**src/rtl/frame_update_sched.sv**
```systemverilog
// Frame scheduler: screenEnd rising edge -> frame_tick, waits for cpu_done, then commits clamped ball position.
// Edge-to-display latency is 3 cycles minimum; no backpressure. Frame statistics exist only with FRAME_STATS_EN defined.
module frame_update_sched #(
  parameter int X_MAX  = 639,
  parameter int Y_MAX  = 479,
  parameter int X_INIT = 320,
  parameter int Y_INIT = 240
) (
  input  logic        clock,
  input  logic        reset,
  input  logic        screenEnd,
  input  logic        cpu_done,
  input  logic [31:0] cpu_ball_x,
  input  logic [31:0] cpu_ball_y,
  output logic        frame_tick,
  output logic [9:0]  disp_ball_x,
  output logic [8:0]  disp_ball_y,
  output logic        busy,
  output logic        overrun,
  output logic [15:0] frame_count,
  output logic [15:0] missed_count
);

  typedef enum logic [1:0] {
    WAIT_FRAME = 2'd0,
    COMPUTE    = 2'd1,
    COMMIT     = 2'd2
  } state_t;

  localparam logic [9:0] X_MAX_V  = 10'(X_MAX);
  localparam logic [8:0] Y_MAX_V  = 9'(Y_MAX);
  localparam logic [9:0] X_INIT_V = 10'(X_INIT);
  localparam logic [8:0] Y_INIT_V = 9'(Y_INIT);

  state_t      state_q, state_d;
  logic        se_q;
  logic        pending_q, pending_d;
  logic        frame_tick_q, frame_tick_d;
  logic [9:0]  disp_x_q, disp_x_d;
  logic [8:0]  disp_y_q, disp_y_d;
  logic        se_edge;

  function automatic logic [9:0] clamp_x(input logic [31:0] v);
    if (v[31])
      clamp_x = '0;
    else if ($signed(v) > X_MAX)
      clamp_x = X_MAX_V;
    else
      clamp_x = v[9:0];
  endfunction

  function automatic logic [8:0] clamp_y(input logic [31:0] v);
    if (v[31])
      clamp_y = '0;
    else if ($signed(v) > Y_MAX)
      clamp_y = Y_MAX_V;
    else
      clamp_y = v[8:0];
  endfunction

  assign se_edge = screenEnd & ~se_q;

  always_comb begin
    state_d      = state_q;
    pending_d    = pending_q;
    frame_tick_d = 1'b0;
    disp_x_d     = disp_x_q;
    disp_y_d     = disp_y_q;
    case (state_q)
      WAIT_FRAME: begin
        if (se_edge) begin
          state_d      = COMPUTE;
          frame_tick_d = 1'b1;
        end
      end
      COMPUTE: begin
        // done beats a coincident edge; that edge is remembered as pending
        if (cpu_done) begin
          state_d = COMMIT;
          if (se_edge)
            pending_d = 1'b1;
        end else if (se_edge) begin
          frame_tick_d = 1'b1;
        end
      end
      COMMIT: begin
        disp_x_d  = clamp_x(cpu_ball_x);
        disp_y_d  = clamp_y(cpu_ball_y);
        pending_d = 1'b0;
        if (pending_q || se_edge) begin
          state_d      = COMPUTE;
          frame_tick_d = 1'b1;
        end else begin
          state_d = WAIT_FRAME;
        end
      end
      default: state_d = WAIT_FRAME;
    endcase
  end

  always_ff @(posedge clock) begin
    if (reset) begin
      state_q      <= WAIT_FRAME;
      se_q         <= 1'b0;
      pending_q    <= 1'b0;
      frame_tick_q <= 1'b0;
      disp_x_q     <= X_INIT_V;
      disp_y_q     <= Y_INIT_V;
    end else begin
      state_q      <= state_d;
      se_q         <= screenEnd;
      pending_q    <= pending_d;
      frame_tick_q <= frame_tick_d;
      disp_x_q     <= disp_x_d;
      disp_y_q     <= disp_y_d;
    end
  end

  assign frame_tick  = frame_tick_q;
  assign disp_ball_x = disp_x_q;
  assign disp_ball_y = disp_y_q;
  assign busy        = (state_q == COMPUTE);

`ifdef FRAME_STATS_EN
  logic        commit_now, miss_now;
  logic [15:0] frame_count_q, frame_count_d;
  logic [15:0] missed_count_q, missed_count_d;
  logic        overrun_q, overrun_d;

  always_comb begin
    commit_now     = (state_q == COMMIT);
    miss_now       = (state_q == COMPUTE) && se_edge && !cpu_done;
    frame_count_d  = frame_count_q;
    missed_count_d = missed_count_q;
    overrun_d      = overrun_q;
    if (commit_now)
      frame_count_d = frame_count_q + 16'd1;
    if (miss_now) begin
      overrun_d = 1'b1;
      if (missed_count_q != 16'hFFFF)
        missed_count_d = missed_count_q + 16'd1;
    end
  end

  always_ff @(posedge clock) begin
    if (reset) begin
      frame_count_q  <= '0;
      missed_count_q <= '0;
      overrun_q      <= 1'b0;
    end else begin
      frame_count_q  <= frame_count_d;
      missed_count_q <= missed_count_d;
      overrun_q      <= overrun_d;
    end
  end

  assign frame_count  = frame_count_q;
  assign missed_count = missed_count_q;
  assign overrun      = overrun_q;
`else
  assign frame_count  = '0;
  assign missed_count = '0;
  assign overrun      = 1'b0;
`endif

endmodule

```
**config.mk**
```make
export PLATFORM = sky130hd
export DESIGN_NAME = frame_update_sched
export DESIGN_NICKNAME = d
export VERILOG_FILES = /design/src/rtl/frame_update_sched.sv
export SDC_FILE = /design/constraint.sdc
export NUM_CORES = 1
export LEC_CHECK = 0
export CAP_MARGIN = 20
export CORE_MARGIN = 5
export CORE_UTILIZATION = 34
export DETAILED_ROUTE_END_ITERATION = 8
export GPL_TIMING_DRIVEN = 0
export PLACE_DENSITY_LB_ADDON = 0.1
export REMOVE_ABC_BUFFERS = 1
export SYNTH_ARGS = -nofsm -noshare
export SYNTH_HDL_FRONTEND = slang
export SYNTH_SLANG_ARGS = --single-unit
```
**constraint.sdc**
```tcl
create_clock -name clock -period 4.7 [get_ports clock]
set_input_delay 1.175 -clock clock [delete_from_list [all_inputs] [get_ports clock]]
set_output_delay 1.175 -clock clock [all_outputs]
set_load 0.05 [all_outputs]
```
Word-level counts from Yosys, hierarchy flattened:

Index checks and enable logic that the tools add are counted.

* $lt $le $gt $ge: 2
* equality and inequality tests: 5
* multiplexer cells: 15
* bitwise gates (word level): 2
* reduce and logical (&&, ||, !) cells: 5

Operator list (count)
* greater-than comparator 32 x 10 -> 1 bit (second input constant): 1
* greater-than comparator 32 x 11 -> 1 bit (second input constant): 1
* two-way mux 10 bit: 2
* two-way mux 9 bit: 2
* two-way mux 1 bit: 6
* one-hot mux 2 bit (3 select lines): 1
* two-way mux 2 bit: 2
* inequality test 2 bit (second input constant): 2
* one-hot mux 1 bit (3 select lines): 1
* AND reduction 3 bit: 1
* == test 2 x 1 -> 1 bit (second input constant): 1
* == test 2 bit (second input constant): 1
* logical NOT 2 bit: 1
* inequality test 2 x 1 -> 1 bit (second input constant): 1
* one-hot mux 1 bit (2 select lines): 1
* AND reduction 2 bit: 1
* nonzero test 2 bit: 1
* bitwise AND 1 bit: 1
* logical OR 1 bit: 1
* inverter 1 bit: 1

* bits in registers: 24
* word-level logic and storage cells: 35

Depth between registers and ports, before layout:

* word-level depth: 5
* mapped depth: 6
* mapped depth without buffers: 4

Worst setup path after synthesis:

OpenSTA, ideal clock, no wires.

* kind: input-to-reg
* from: in cpu_ball_x[31]
* to: reg disp_x_q[9] (netlist: disp_ball_x[9])
* data arrival time: 2314 ps
* required time: 4583 ps
* path slack: 2269 ps
* stages on the path: 5
* buffers on the path: 1
* path through: buf_6 > nor4_2 > nand4_1 > or3_4 > a32o_1

* word-level cells in the longest chain between the ends: 3

Ends and longest elaborated chain
* start: declaration: RTL line 13 `input logic [31:0] cpu_ball_x,`
* greater-than comparator 32 x 11 -> 1 bit: RTL line 46 `else if ($signed(v) > X_MAX)`
* two-way mux 10 bit: RTL line 46
* two-way mux 10 bit *: RTL line 44 `if (v[31])`
* end signal: assignment: RTL line 114 `disp_x_q <= disp_x_d;`
* end: declaration: RTL line 39 `logic [9:0] disp_x_q, disp_x_d;`

Mark *: on every way between the ends. The rest lies on a longest branch, timed or not.
A chain may end at the register's enable or synchronous reset.

==> reports/metrics.yaml <==
yosys.area.top_type_share_pct: 35.2
cts.sinks: 24
fp.dieW_um: 73.4
hold_class: "flop to flop"
drv_cap: 0
ant_nets: 0
synthMuxAreaShare_pct: 0
p_int_uw: 333
area_delta_synth_final_pct: 61.4
syn_area_sq_um: 1370
rsz0062_at_grt: "false"
p_seq_share_pct: 42.5
setup_viol: 0
numCtsBuffers: 3
cpPeakStageDelay_ps: 1060
synth-main-ff-cell: "dfxtp_1"
overflow: 0
io_pins: 122
crit_slowest_cell: "clkdlybuf4s50_1"
cts_root_buffer: "clkbuf_8"
grt_pass1_wl_mm: 5.46
fp.dieH_um: 73.4
synth_xor_area_share_pct: 0
cts_resized: 0
seq_area_frac_synth_pct: 35.2
drt_iter0_drc: 32
place_congestion: 0.772
row_count: 23
finClkSkew_ps: 1.96
period_minus_slack_ps: 3030
switchingPower_uw: 168
slew_violations: 0
maxSlewHeadroom_pct: 39.4
drive_gt1_share_pct: 5.33
fin_area_sq_um: 2200
dr.pass1.iters: 4
grt_pass1_vias: 1212
layout.nets: 314
synth_compound_gate_area_share_pct: 19.2
yosys.area_share.simple_pct: 23.6
cts_tree: "yes"
num_vias: 1383
crit_type: "primary input to flop"
diodes: 0
fin_crit_sh_pct: 64.4
power_frac_comb_pct: 34.0
synth_top_family_by_area: "simple AND/OR/NAND/NOR gates"
finalSetupTns_ps: 0
synthAdderAreaFrac_pct: 0
max-clock-path-buffers: 2
cp-end-kind: "flop"
htreeDepth: 1
synth_cells: 160
p_leak_nw: 0.845
cp_num_buf_inv: 2
p_per_area_nw_per_um2: 227
viasPerCell: 4.70
critical-path-top-delay-family: "buffers and inverters"
antenna_found_initial: 0
dieArea_sq_um: 5380
clk_pin_slew_worst_paths_ps: 80
ir_drop_v: 0.0000998
yosysWarnings: 0
swShare_pct: 33.5
cts_hold_buf: 0
worstPathMaxFanout: 23
yosys.cell_types.count: 36
status: "complete, no violations"
wire_per_inst_um: 12.9
grt_use_total_pct: 12.8
worst_pin_slew_ps: 906
synth_most_common_cell: "buf_4"
clk_latency_ps: 260
fmax_ghz: 0.330
crit_chain: "clkdlybuf4s50_1, clkinv_1, a31oi_1, nand2_1"
synth-edff-count: 0
synth_seq_cells: 24
worstPathRequired_ps: 4840
remaining_drc_errors: 0
coreArea_sq_um: 3940
port_buffers: 88
ys_top_cells_by_area: "dfxtp_1 35%, buf_4 18%, a21oi_1 5.9%, nor4_1 4.1%, nor4b_1 3.8%"
hold_violations: 0
initial_utilization_pct: 34.6
synthTopCellsByCount: "33 x buf_4, 24 x dfxtp_1, 16 x a21oi_1"
syn_avg_cell_area_sq_um: 8.53
async_reset_ff_share_pct: 0
cp.arrival_ps: 3160
critPathLaunchType: "primary input"
dp_hpwl_mm: 3.12
grt_max_degree: 24
netlist.top_cell.by_area: "dfxtp_1"
routed_wl_mm: 3.79
p_clk_share_pct: 23.6
dpl_cell_area_sq_um: 2160
post_cts_buffers: 0
-- worst paths after layout --
path              cells after the start                          end  slack [ps]                        start
setup / recovery                      4  disp_ball_x[0]$_SDFFE_PP0N_        1670                        reset
hold / removal                        2  disp_ball_y[8]$_SDFFE_PP0N_         460  disp_ball_y[8]$_SDFFE_PP0N_
setup reg to reg                      4  disp_ball_y[1]$_SDFFE_PP0N_        2960      state_q[1]$_SDFFE_PP0P_
hold reg to reg                       2  disp_ball_y[8]$_SDFFE_PP0N_         460  disp_ball_y[8]$_SDFFE_PP0N_
-- metal layers --
| metal | part of all wire [%] | global-route usage [%] | vias up |
|---|---|---|---|
| met1 | 37 | 13.9 | 609 |
| met4 | 1.2 | 4.83 | 0 |
| met2 | 45 | 22.0 | 80 |
| met3 | 17 | 5.61 | 5 |
| li1 | - | - | 689 |
| met5 | 0 | 0 | - |
-- worst min-delay path: stages (launching register included) --
cell	delay [ps]
dfxtp_1	320
nand2_1	50
a21oi_1	50
-- final cells by class --
type / instances / area [sq um]
Fill cell: 386 / 1740
Timing Repair Buffer: 89 / 896
Multi-Input combinational cell: 124 / 708
Sequential cell: 24 / 480
Tap cell: 50 / 62.6
Clock buffer: 3 / 41.3
Inverter: 4 / 15.0
-- power groups by stage --
stage / sequential, mW / combinational (mW) / clock [mW]
6_report: 0.213 / 0.170 / 0.118
2_1_floorplan: 0.233 / 0.0764 / 0
3_3_place_gp: 0.217 / 0.168 / 0
4_1_cts: 0.213 / 0.170 / 0.123
3_5_place_dp: 0.218 / 0.170 / 0
5_1_grt: 0.213 / 0.178 / 0.132
-- cells in the final DEF, fill, tap and decap left out, drive strengths merged, types with 2 or more instances in the layout --
cell	synthesis	layout
conb	1	33
a21oi	16	16
clkbuf	5	3
nor3	5	5
nor4	11	11
clkdlybuf4s50	0	88
o21ai	3	3
nand4	2	2
a211oi	4	4
a31oi	6	6
o31ai	4	4
nand2b	2	2
inv	3	3
nor2b	3	3
nor2	6	6
nand2	12	12
nor4b	6	6
dfxtp	24	24
-- logic make-up after synthesis --
family,after synthesis
flops,24
compound gates,39
other cells,1
simple gates,52
buf+inv,44
-- state kept, by name, summed over array words and instances (netlist names) --
| register | flops |
|---|---|
| disp_ball_x | 10 |
| disp_ball_y | 9 |
| frame_tick | 1 |
| pending_q | 1 |
| se_q | 1 |
| state_q | 2 |
-- through the flow --
stage | setup slack, ps | instances | utilization, % | power, mW | hold slack, ps
global placement | 1370 | 290 | 54.5 | 0.386 | 447
CTS | 1630 | 294 | 55.9 | 0.506 | 467
finish | 1670 | 294 | 55.9 | 0.501 | 461
floorplan | 2370 | 152 | - | 0.310 | 454
detailed placement | 1360 | 291 | 54.8 | 0.387 | 456
global route | 1510 | 294 | 55.9 | 0.524 | 488
No activity file was read; power rests on OpenSTA's default activity.
